### src/rtl/bh_pkg.sv
// Shared brainhack definitions: opcode encoding, loader states and loader error codes.
package bh_pkg;

    localparam int INSTR_W = 3;

    localparam logic [INSTR_W-1:0] OP_NOP   = 3'b000;
    localparam logic [INSTR_W-1:0] OP_INC   = 3'b010;
    localparam logic [INSTR_W-1:0] OP_DEC   = 3'b011;
    localparam logic [INSTR_W-1:0] OP_RIGHT = 3'b100;
    localparam logic [INSTR_W-1:0] OP_LEFT  = 3'b101;
    localparam logic [INSTR_W-1:0] OP_OPEN  = 3'b110;
    localparam logic [INSTR_W-1:0] OP_CLOSE = 3'b111;

    typedef enum logic [2:0] {
        ST_IDLE,
        ST_LOAD,
        ST_PAD,
        ST_CLEAR,
        ST_DONE,
        ST_ERROR
    } loader_state_t;

    localparam logic [2:0] ERR_NONE       = 3'd0;
    localparam logic [2:0] ERR_UNDERFLOW  = 3'd1;
    localparam logic [2:0] ERR_DEPTH      = 3'd2;
    localparam logic [2:0] ERR_UNBALANCED = 3'd3;
    localparam logic [2:0] ERR_LENGTH     = 3'd4;

endpackage

### src/rtl/bf_decode.sv
// ASCII Brainfuck character classifier: flags instructions and the NUL terminator,
// and maps instruction characters to opcodes.
module bf_decode
    import bh_pkg::*;
(
    input  logic [7:0]         src_byte,
    output logic               is_instr,
    output logic               is_term,
    output logic [INSTR_W-1:0] opcode
);

    always_comb begin
        is_instr = 1'b1;
        is_term  = 1'b0;
        opcode   = OP_NOP;
        case (src_byte)
            8'h2B: opcode = OP_INC;
            8'h2D: opcode = OP_DEC;
            8'h3E: opcode = OP_RIGHT;
            8'h3C: opcode = OP_LEFT;
            8'h5B: opcode = OP_OPEN;
            8'h5D: opcode = OP_CLOSE;
            8'h00: begin
                is_instr = 1'b0;
                is_term  = 1'b1;
            end
            default: is_instr = 1'b0;
        endcase
    end

endmodule

### src/rtl/bf_loader.sv
// Program loader: streams ASCII source into program memory as opcodes, checks
// bracket balance, pads with NOP, zeroes the tape, then releases the core.
module bf_loader
    import bh_pkg::*;
#(
    parameter int PRG_AW    = 8,
    parameter int TAPE_AW   = 8,
    parameter int TAPE_DW   = 8,
    parameter int MAX_DEPTH = 16
) (
    input  logic               i_clock,
    input  logic               i_reset_n,
    input  logic               i_start,
    input  logic [7:0]         i_byte,
    input  logic               i_byte_valid,
    output logic               o_byte_ready,
    output logic               o_prgmem_we,
    output logic [PRG_AW-1:0]  o_prgmem_addr,
    output logic [INSTR_W-1:0] o_prgmem_data,
    output logic               o_tape_we,
    output logic [TAPE_AW-1:0] o_tape_addr,
    output logic [TAPE_DW-1:0] o_tape_data,
    output logic [PRG_AW:0]    o_prog_len,
    output logic               o_busy,
    output logic               o_cpu_run,
    output logic               o_error,
    output logic [2:0]         o_error_code
);

    localparam int DEPTH_W = $clog2(MAX_DEPTH + 1);
    localparam logic [PRG_AW:0]      PRG_DEPTH = {1'b1, {PRG_AW{1'b0}}};
    localparam logic [PRG_AW-1:0]    PRG_LAST  = {PRG_AW{1'b1}};
    localparam logic [TAPE_AW-1:0]   TAPE_LAST = {TAPE_AW{1'b1}};
    localparam logic [DEPTH_W-1:0]   DEPTH_MAX = DEPTH_W'(MAX_DEPTH);

    loader_state_t      state_reg, state_next;
    logic [PRG_AW:0]    count_reg, count_next;
    logic [DEPTH_W-1:0] depth_reg, depth_next;
    logic [2:0]         err_code_reg, err_code_next;
    logic [PRG_AW:0]    prog_len_reg, prog_len_next;
    logic               prg_we_reg, prg_we_next;
    logic [PRG_AW-1:0]  prg_addr_reg, prg_addr_next;
    logic [INSTR_W-1:0] prg_data_reg, prg_data_next;
    logic               tape_we_reg, tape_we_next;
    logic [TAPE_AW-1:0] tape_addr_reg, tape_addr_next;

    logic               dec_is_instr;
    logic               dec_is_term;
    logic [INSTR_W-1:0] dec_opcode;

    bf_decode u_decode (
        .src_byte (i_byte),
        .is_instr (dec_is_instr),
        .is_term  (dec_is_term),
        .opcode   (dec_opcode)
    );

    always_ff @(posedge i_clock) begin
        if (!i_reset_n) begin
            state_reg <= ST_IDLE;
        end else begin
            state_reg <= state_next;
        end
    end

    // Write strobes are issued so that they line up with the state that owns them:
    // the first PAD/CLEAR write is loaded on the transition into that state.
    always_comb begin
        state_next     = state_reg;
        count_next     = count_reg;
        depth_next     = depth_reg;
        err_code_next  = err_code_reg;
        prog_len_next  = prog_len_reg;
        prg_we_next    = 1'b0;
        prg_addr_next  = prg_addr_reg;
        prg_data_next  = prg_data_reg;
        tape_we_next   = 1'b0;
        tape_addr_next = tape_addr_reg;
        case (state_reg)
            ST_IDLE, ST_DONE, ST_ERROR: begin
                if (i_start) begin
                    state_next    = ST_LOAD;
                    count_next    = '0;
                    depth_next    = '0;
                    err_code_next = ERR_NONE;
                    prog_len_next = '0;
                end
            end
            ST_LOAD: begin
                if (i_byte_valid && dec_is_term) begin
                    if (depth_reg != '0) begin
                        err_code_next = ERR_UNBALANCED;
                        state_next    = ST_ERROR;
                    end else begin
                        prog_len_next = count_reg;
                        if (count_reg == PRG_DEPTH) begin
                            state_next     = ST_CLEAR;
                            tape_we_next   = 1'b1;
                            tape_addr_next = '0;
                        end else begin
                            state_next    = ST_PAD;
                            prg_we_next   = 1'b1;
                            prg_addr_next = count_reg[PRG_AW-1:0];
                            prg_data_next = OP_NOP;
                        end
                    end
                end else if (i_byte_valid && dec_is_instr) begin
                    if (count_reg == PRG_DEPTH) begin
                        err_code_next = ERR_LENGTH;
                        state_next    = ST_ERROR;
                    end else if (dec_opcode == OP_CLOSE && depth_reg == '0) begin
                        err_code_next = ERR_UNDERFLOW;
                        state_next    = ST_ERROR;
                    end else if (dec_opcode == OP_OPEN && depth_reg == DEPTH_MAX) begin
                        err_code_next = ERR_DEPTH;
                        state_next    = ST_ERROR;
                    end else begin
                        prg_we_next   = 1'b1;
                        prg_addr_next = count_reg[PRG_AW-1:0];
                        prg_data_next = dec_opcode;
                        count_next    = count_reg + 1'b1;
                        if (dec_opcode == OP_OPEN) begin
                            depth_next = depth_reg + 1'b1;
                        end else if (dec_opcode == OP_CLOSE) begin
                            depth_next = depth_reg - 1'b1;
                        end
                    end
                end
            end
            ST_PAD: begin
                if (prg_addr_reg == PRG_LAST) begin
                    state_next     = ST_CLEAR;
                    tape_we_next   = 1'b1;
                    tape_addr_next = '0;
                end else begin
                    prg_we_next   = 1'b1;
                    prg_addr_next = prg_addr_reg + 1'b1;
                    prg_data_next = OP_NOP;
                end
            end
            ST_CLEAR: begin
                if (tape_addr_reg == TAPE_LAST) begin
                    state_next = ST_DONE;
                end else begin
                    tape_we_next   = 1'b1;
                    tape_addr_next = tape_addr_reg + 1'b1;
                end
            end
            default: state_next = ST_IDLE;
        endcase
    end

    always_comb begin
        o_byte_ready = 1'b0;
        o_busy       = 1'b0;
        o_cpu_run    = 1'b0;
        o_error      = 1'b0;
        case (state_reg)
            ST_LOAD: begin
                o_byte_ready = 1'b1;
                o_busy       = 1'b1;
            end
            ST_PAD, ST_CLEAR: o_busy    = 1'b1;
            ST_DONE:          o_cpu_run = 1'b1;
            ST_ERROR:         o_error   = 1'b1;
            default: ;
        endcase
    end

    always_ff @(posedge i_clock) begin
        if (!i_reset_n) begin
            count_reg     <= '0;
            depth_reg     <= '0;
            err_code_reg  <= ERR_NONE;
            prog_len_reg  <= '0;
            prg_we_reg    <= 1'b0;
            prg_addr_reg  <= '0;
            prg_data_reg  <= '0;
            tape_we_reg   <= 1'b0;
            tape_addr_reg <= '0;
        end else begin
            count_reg     <= count_next;
            depth_reg     <= depth_next;
            err_code_reg  <= err_code_next;
            prog_len_reg  <= prog_len_next;
            prg_we_reg    <= prg_we_next;
            prg_addr_reg  <= prg_addr_next;
            prg_data_reg  <= prg_data_next;
            tape_we_reg   <= tape_we_next;
            tape_addr_reg <= tape_addr_next;
        end
    end

    assign o_prgmem_we   = prg_we_reg;
    assign o_prgmem_addr = prg_addr_reg;
    assign o_prgmem_data = prg_data_reg;
    assign o_tape_we     = tape_we_reg;
    assign o_tape_addr   = tape_addr_reg;
    assign o_tape_data   = '0;
    assign o_prog_len    = prog_len_reg;
    assign o_error_code  = err_code_reg;

endmodule

### config.mk
export PLATFORM = sky130hd
export DESIGN_NAME = bf_loader
export DESIGN_NICKNAME = d
export VERILOG_FILES = /design/src/rtl/bh_pkg.sv /design/src/rtl/bf_decode.sv /design/src/rtl/bf_loader.sv
export SDC_FILE = /design/constraint.sdc
export NUM_CORES = 1
export LEC_CHECK = 0
export CAP_MARGIN = 20
export CORE_MARGIN = 4
export CORE_UTILIZATION = 56
export CTS_CLUSTER_DIAMETER = 120
export DETAILED_ROUTE_END_ITERATION = 8
export GPL_TIMING_DRIVEN = 0
export PLACE_DENSITY = 0.95
export SLEW_MARGIN = 30
export SYNTH_ARGS = -nofsm -noshare
export SYNTH_HDL_FRONTEND = slang
export SYNTH_SLANG_ARGS = --single-unit
export TNS_END_PERCENT = 1
### constraint.sdc
create_clock -name i_clock -period 6.3 [get_ports i_clock]
set_input_delay 0.945 -clock i_clock [delete_from_list [all_inputs] [get_ports i_clock]]
set_output_delay 0.945 -clock i_clock [all_outputs]
set_load 0.01 [all_outputs]
; Word level (Yosys, flattened, before mapping)
; Index checks and enable logic that the tools add are counted.
[totals]
in_bits = 12
ram_bits = 0
latch_bits = 0
register_bits = 50
rom_bits = 0
elab_cells = 157
output_inout_bits = 45
mem_count = 0
[op_classes]
add_sub_neg = 5
n_mux = 84
n_bitwise = 0
shifts = 0
div_mod_pow = 0
n_lt_le_gt_ge = 0
reduce_logical = 21
n_mul = 0
n_eq_ne = 37
[ops]
columns = op, count
row1 = 8-bit two-way mux, 13
row2 = 3-bit two-way mux, 24
row3 = 9-bit two-way mux, 8
row4 = 5-bit two-way mux, 8
row5 = 9-bit case mux with 2 select lines, 2
row6 = 8-bit by 6-bit == test with 1-bit output (second input constant), 4
row7 = 2-bit != test (second input constant), 13
row8 = 8-bit case mux with 3 select lines, 1
row9 = 1-bit two-way mux, 20
row10 = 3-bit != test (second input constant), 6
row11 = 3-bit case mux with 6 select lines, 1
row12 = 8-bit by 1-bit adder with 8-bit output (second input constant), 2
row13 = 8-bit by 7-bit == test with 1-bit output (second input constant), 2
row14 = 8-bit == test (second input constant), 2
row15 = 8-bit case mux with 2 select lines, 1
row16 = 7-bit AND reduction, 2
row17 = 3-bit == test (second input constant), 4
row18 = 3-bit case mux with 2 select lines, 2
row19 = 3-bit case mux with 4 select lines, 1
row20 = 5-bit case mux with 2 select lines, 1
row21 = 5-bit AND reduction, 2
row22 = 9-bit by 1-bit adder with 9-bit output (second input constant), 1
row23 = 9-bit == test (second input constant), 1
row24 = 8-bit zero test, 1
row25 = other kinds (19), 25

; Longest topological paths before layout
; Gate-level depths: netlist of the first run.
[logic_depth]
depth_word = 11
mapped_depth = 11
depth_no_buf = 9

; Modules after synthesis
; Synthesis of the first run repeated with hierarchy kept, for this count alone.
[unflattened]
hier_cells = 378
area_unflattened_um2 = 3040.4
[modules_own_cells]
columns = module, area_each_um2, seq_area_each_um2, instances, cells_per_inst
row1 = bf_loader, 2902.8, 1001.0, 1, 357
row2 = bf_decode, 137.6, 0.0, 1, 21

; Worst setup path before layout of the first run
; Ideal clock, no wire load.
[synth_path]
path_type = input to register
from = in i_byte[7]
to = reg depth_reg[4]
arrival_ps = 3076
t_required_ps = 6208
stages = 9
setup_slack_ps = 3131
setup_ps = 92
path_cell_list = nand3b_1 > nor3_1 > nand3_1 > fa_1 > a21o_1 > a21oi_1 > xor2_1 > or3_1 > o32ai_1
[synth_between]
elab_chain_len = 10
[synth_lines]
columns = element, line_no
row1 = start: declaration, bf_loader.sv:14  ; input logic [7:0] i_byte,
row2 = 8-bit by 7-bit == test with 1-bit output or 8-bit by 6-bit == test with 1-bit output (tied branches), bf_decode.sv:16  ; case (src_byte)
row3 = 3-bit case mux with 6 select lines, bf_decode.sv:16
row4 = 3-bit == test, "bf_loader.sv:114, bf_loader.sv:122"
row5 = 5-bit two-way mux, bf_loader.sv:122  ; if (dec_opcode == OP_OPEN) begin
row6 = 5-bit two-way mux, bf_loader.sv:114  ; end else if (dec_opcode == OP_OPEN && depth_reg == DEPTH_MAX) begin
row7 = 5-bit two-way mux, bf_loader.sv:111  ; end else if (dec_opcode == OP_CLOSE && depth_reg == '0) begin
row8 = 5-bit two-way mux, bf_loader.sv:108  ; if (count_reg == PRG_DEPTH) begin
row9 = 5-bit two-way mux, bf_loader.sv:107  ; end else if (i_byte_valid && dec_is_instr) begin
row10 = 5-bit two-way mux, bf_loader.sv:90  ; if (i_byte_valid && dec_is_term) begin
row11 = 5-bit case mux with 2 select lines, bf_loader.sv:79  ; case (state_reg)
row12 = end signal: assignment, bf_loader.sv:183  ; depth_reg <= depth_next;
row13 = end: declaration, bf_loader.sv:38  ; logic [DEPTH_W-1:0] depth_reg, depth_next;
; Several ways; a longest one is shown, not always the timed one. The select of a mux whose other input is x is not followed.
; A chain may end at the register's enable or synchronous reset.

; Worst setup path in the final report of the first run
[layout_path]
from = in i_byte[0]
to = reg depth_reg[4]
; Same word-level chain as after synthesis.

==> results.toml, run 1 <==
[status]
status = "completed"

[hold_path]
hold_depth = 2
hold_path.class = "reg2reg"
worstHoldStart = "o_error_code[2]$_SDFFE_PN0P_"
min_to = "o_error_code[2]$_SDFFE_PN0P_"

[sta]
hold_violations = 0
fmax_mhz = 261
rsz0062_at_grt = "no"
drv_slew = 0
period_needed_ps = 3830
tns_ps = 0
post-route-period-util = 0.608
fin_skew_ps = 12.1
setup_viol = 0
whs_ps = 463
tightest_slew_ps = 668
slew_headroom = 0.551

[routing]
wirelength_um = 7950
drc = 0
dr_total_vias = 3077
post_drt_wl_per_cell_um = 16.1
routed_via_density = 6.22
ant_nets = 0
firstDrtPassIters = 6
drt_iter0_drc = 286

[cells_and_area]
syn_to_final_growth_pct = 23.7
nets = 447
finalInstanceArea_um2 = 3570
drive_gt1_frac = 0.0748
antenna_cells = 0

[clocking]
post_cts_buffers = 0
cts_sinks = 50
cts_hold_buffers = 0
cts_made_buffers = 5
cts_max_level = 2
clk_pin_slew_worst_paths_ps = 90
ctsResizeCount = 0
cts_root_buf = "clkbuf_8"
clk_latency_ps = 320
clockBufferDepth = 2
tritoncts = "built"

[logic_synthesis]
synthTopCellsByArea = "dfxtp_1, nand2_1, nor2_1, a21oi_1, ha_1"
yosysUniqueCellTypes = 63
ys_seq_area_frac = 0.347
synthFlopType = "dfxtp_1"
synth-async-reset-ratio = 0
avgSynthCellArea_um2 = 7.90
synth-seq-cells = 50
synth_warnings = 0
yosys.area.top_type = "dfxtp_1"
synthCells = 365
synth-edff-count = 0
synth_top_area_share = 0.347
syn_area_um2 = 2890

[global_routing]
antenna_found_initial = 0
grt_pass1_wl_um = 13100
grt_pass1_vias = 2871
grt_max_degree = 18
grtUsageTotal = 0.257
overflow = 0

[die]
die_y_um = 79.8
ios = 57
core-area_um2 = 4850
die_area_um2 = 6360
die_w_um = 79.8
initial_core_util = 0.595
std_cell_rows = 25

[critical_path]
r2r_cells = 10
timing.rr.start = "state_reg[0]$_SDFFE_PN0P_"
timing.rr.end = "count_reg[7]$_SDFFE_PN0P_"
end_kind = "flip-flop"
critPathArrivalTime_ps = 4070
path_cells = "clkdlybuf4s50_1 -> nand3b_1 -> nor3_1 -> nand3_1 -> fa_1 -> a21o_1 -> a21oi_1 -> xor2_1 -> or3_1 -> o32ai_1"
cp_max_fo = 7
slowest_delay_ps = 530
crit_slowest_cell = "nor3_1"
start_kind = "primary input"
worstPathRequired_ps = 6530
worstSetupPathType = "in2reg"
r2r_setup_slack_ps = 3520

[placement]
placed_area_um2 = 3480
finalWeightedCongestion = 0.951
port_buffers = 48
dp_hpwl_um = 6000

[power_and_ir_drop]
p_leak_uw = 0.00126
vdd_ir_drop_max_v = 0.000139
power_uw = 741
power_density_nw_per_um2 = 208

[flow_run]
drv_cap = 0
==> power by group <==
part / leakage, uW / switching, uW / internal [uW] / total [uW]
registers: 0.000403 / 8.20 / 327 / 335
logic: 0.000815 / 124 / 84.9 / 208
clock network: 0.0000447 / 117 / 80.3 / 198
==> placed cells by master, fill, tap and decap left out, types with 3 or more instances in the layout <==
master and n:
nand4_1 3, o22ai_1 4, o31ai_1 6, buf_2 4
inv_1 6, nor2_1 39, a21oi_1 29, a22oi_1 9
a31oi_1 7, nand4b_1 3, or3_1 10, clkdlybuf4s50_1 48
buf_4 8, and3_1 9, nor3_1 6, a21o_1 3
dfxtp_1 50, clkbuf_1 12, o21ai_0 14, o2111ai_1 4
ha_1 7, nand3_1 15, nor4_1 6, nand2b_1 4
xor2_1 6, nand3b_1 3, mux2i_1 4, clkbuf_8 5
conb_1 8, nand2_1 45
==> worst max-delay path: cells and delay by family <==
family / cells / cell delay, ps
xor gates and xnor gates: 1 / 100
adders and majority gates: 1 / 490
and+or+nand+nor: 4 / 1490
AOI/OAI and AO/OA: 3 / 510
buffers and inverters: 1 / 520
==> how the worst max path moves through the flow <==
stage | slack (ps) | from | endpoint
6_report | 2470 | i_byte[0] | depth_reg[4]$_SDFFE_PN0P_
5_1_grt | 2290 | i_byte[3] | depth_reg[4]$_SDFFE_PN0P_
4_1_cts | 2510 | i_byte[5] | depth_reg[4]$_SDFFE_PN0P_
3_5_place_dp | 2210 | i_byte[5] | depth_reg[4]$_SDFFE_PN0P_
3_3_place_gp | 2350 | i_byte[5] | depth_reg[4]$_SDFFE_PN0P_
2_1_floorplan | 3130 | i_byte[7] | depth_reg[4]$_SDFFE_PN0P_
==> Yosys cell counts, drive strengths merged (7+ instances only) <==
cell    instances
a31oi           8
ha              7
nor2           40
nand2          45
and3            9
a22oi           9
or3            10
clkbuf         12
nand3          15
buf            12
o21ai          16
dfxtp          50
a21oi          29
==> routing by layer <==
layer  track usage  vias up  share of wire
met2         0.441      162           0.49
met5             0        -              0
li1              -     1445              -
met4         0.108        0          0.024
met3        0.0564       33          0.081
met1         0.310     1437           0.40
==> per-stage QoR <==
step	utilization	setup WS [ps]	cells
floorplan	-	3130	372
global route	0.736	2290	495
global placement	0.717	2350	487
detailed placement	0.717	2210	487
finish	0.736	2470	495
CTS	0.736	2510	495
==> cells by family (layout without fill, tap and decap cells) <==
family                     after synthesis  after routing  share of synthesized area
adders and majority gates                8              8                     0.0373
DFF                                     50             50                      0.347
other                                    1              8                    0.00130
muxes                                    6              6                     0.0217
AOI/OAI and AO/OA                       98             98                      0.229
and+or+nand+nor                        162            162                      0.285
xor gates and xnor gates                 8              8                     0.0243
buffers and inverters                   32             88                     0.0538
==> final cells by class <==
type                    count  area, um^2
flip-flops and latches     50        1000
clock inverters             3        25.0
inverters                   8        30.0
clock buffers               5        68.8
well taps                  67        83.8
fillers                   406        1280
repair buffers             48         480
plain buffers              24         125
multi-input cells         290        1760
(Power assumes the default switching activity.)
==> run 2, diff against run 1 <==
- CORE_UTILIZATION: 56 -> 52
- PLACE_DENSITY: 0.95 -> 0.9
- clock period: 6.3 -> 3.97 ns (I/O delays scaled with it)
==> run 2 against run 1 <==
Against the previous run: final cell count rose by 0.61%; clock power is 55% higher; core utilization shrank 5.4 points; final area is essentially flat; total power rose by 57%; critical endpoint unchanged; flip-flop and latch count unchanged; hold slack lost 2.3 ps; first-iteration DRC count fell by 13%; combinational power up 58%; wire length fell by 0.67%.
==> results.toml, run 2 (same netlist as run 1, synthesis figures left out) <==
[status]
status = "completed"

[power_and_ir_drop]
vdd_ir_drop_max_v = 0.000280
power_density_nw_per_um2 = 326
p_leak_uw = 0.00126

[die]
die_w_um = 82.5
core-area_um2 = 5240
std_cell_rows = 26
initial_core_util = 0.551
die_y_um = 82.5
die_area_um2 = 6800
ios = 57

[cells_and_area]
nets = 447
drive_gt1_frac = 0.0748
syn_to_final_growth_pct = 23.8
final_cell_mix = "dfxtp_1, clkdlybuf4s50_1, nand2_1"
fillCellCount = 432
multiInputGateArea_um2 = 1760
layout_commonest_cell = "dfxtp_1"
seqCellArea_um2 = 1000
antenna_cells = 0

[clocking]
tritoncts = "built"
cts_hold_buffers = 0
clockBufferDepth = 2
clk_latency_ps = 310
cts_max_level = 2
ctsResizeCount = 0
cts_root_buf = "clkbuf_8"
clk_pin_slew_worst_paths_ps = 100
cts_sinks = 50
cts_made_buffers = 5
post_cts_buffers = 0

[sta]
tns_ps = 0
fin_skew_ps = 9.18
hold_violations = 0
fmax_mhz = 284
setup_viol = 0
slew_headroom = 0.486
rsz0062_at_grt = "no"
drv_slew = 0
post-route-period-util = 0.887
whs_ps = 460
tightest_slew_ps = 765
period_needed_ps = 3520

[flow_run]
drv_cap = 0

[routing]
wirelength_um = 7890
post_drt_wl_per_cell_um = 15.8
drc = 0
drt_iter0_drc = 250
firstDrtPassIters = 5
ant_nets = 0
dr_total_vias = 3046
routed_via_density = 6.12

[placement]
port_buffers = 48
finalWeightedCongestion = 0.976
dp_hpwl_um = 5930

[critical_path]
worstPathRequired_ps = 4180
critPathArrivalTime_ps = 3730
end_kind = "flip-flop"
worstSetupPathType = "in2reg"
start_kind = "primary input"
cp_max_fo = 7

[global_routing]
grt_pass1_wl_um = 13400
grt_pass1_vias = 2958
antenna_found_initial = 0
grtUsageTotal = 0.252
grt_max_degree = 18
overflow = 0

[hold_path]
hold_path.class = "reg2reg"
[run 2: cell types whose count changed in the layout (fill, tap and decap cells not counted), sizes merged]
cell / delta
clkinvlp: +1
clkinv: -1
[run 2: power breakdown]
group          switching [uW]  leakage [uW]  internal [uW]  total [uW]
sequential               13.1      0.000403            518         531
combinational             193      0.000815            135         328
clock                     180     0.0000408            126         306
total                     386       0.00126            779        1160
[run 2: cell type report]
class                           count  area share
Timing Repair Buffer               48       0.135
Multi-Input combinational cell    290       0.491
Clock buffer                        5      0.0193
Sequential cell                    50       0.280
Clock inverter                      3     0.00665
Inverter                            8     0.00841
Buffer                             24      0.0350
Tap cell                           70      0.0245
[run 2: stage by stage]
stage / setup WS (ps) / power, uW / utilization / cells / instance area (um^2)
2_1_floorplan: 1150 / 759 / - / 372 / 2910
3_3_place_gp: 345 / 853 / 0.664 / 490 / 3480
3_5_place_dp: 261 / 862 / 0.664 / 490 / 3480
4_1_cts: 559 / 1160 / 0.682 / 498 / 3570
5_1_grt: 281 / 1220 / 0.682 / 498 / 3570
6_report: 449 / 1160 / 0.682 / 498 / 3570
[run 2: path summary, 6_finish.rpt]
kind,startpoint,end,slack (ps),cells after the start
max,i_byte[3],depth_reg[4]$_SDFFE_PN0P_,450,10
min,o_prgmem_data[0]$_SDFFE_PN0P_,o_prgmem_data[0]$_SDFFE_PN0P_,460,2
max reg2reg,state_reg[0]$_SDFFE_PN0P_,count_reg[8]$_SDFFE_PN0P_,1210,10
min reg2reg,o_prgmem_data[0]$_SDFFE_PN0P_,o_prgmem_data[0]$_SDFFE_PN0P_,460,2
[run 2: per-layer routing]
metal / vias up / global-route usage / wire [um]
met3: 18 / 0.0456 / 639
met5: - / 0 / 0
met4: 0 / 0.0931 / 142
met1: 1421 / 0.328 / 3230
met2: 160 / 0.417 / 3880
li1: 1447 / - / -
[run 2: critical path, cell delays in order]
cell and delay (ps):
clkdlybuf4s50_1 540, nand3b_1 290, nor3_1 500, nand3_1 330, fa_1 490, a21o_1 190, a21oi_1 190, xor2_1 240
a21oi_1 120, o32ai_1 240
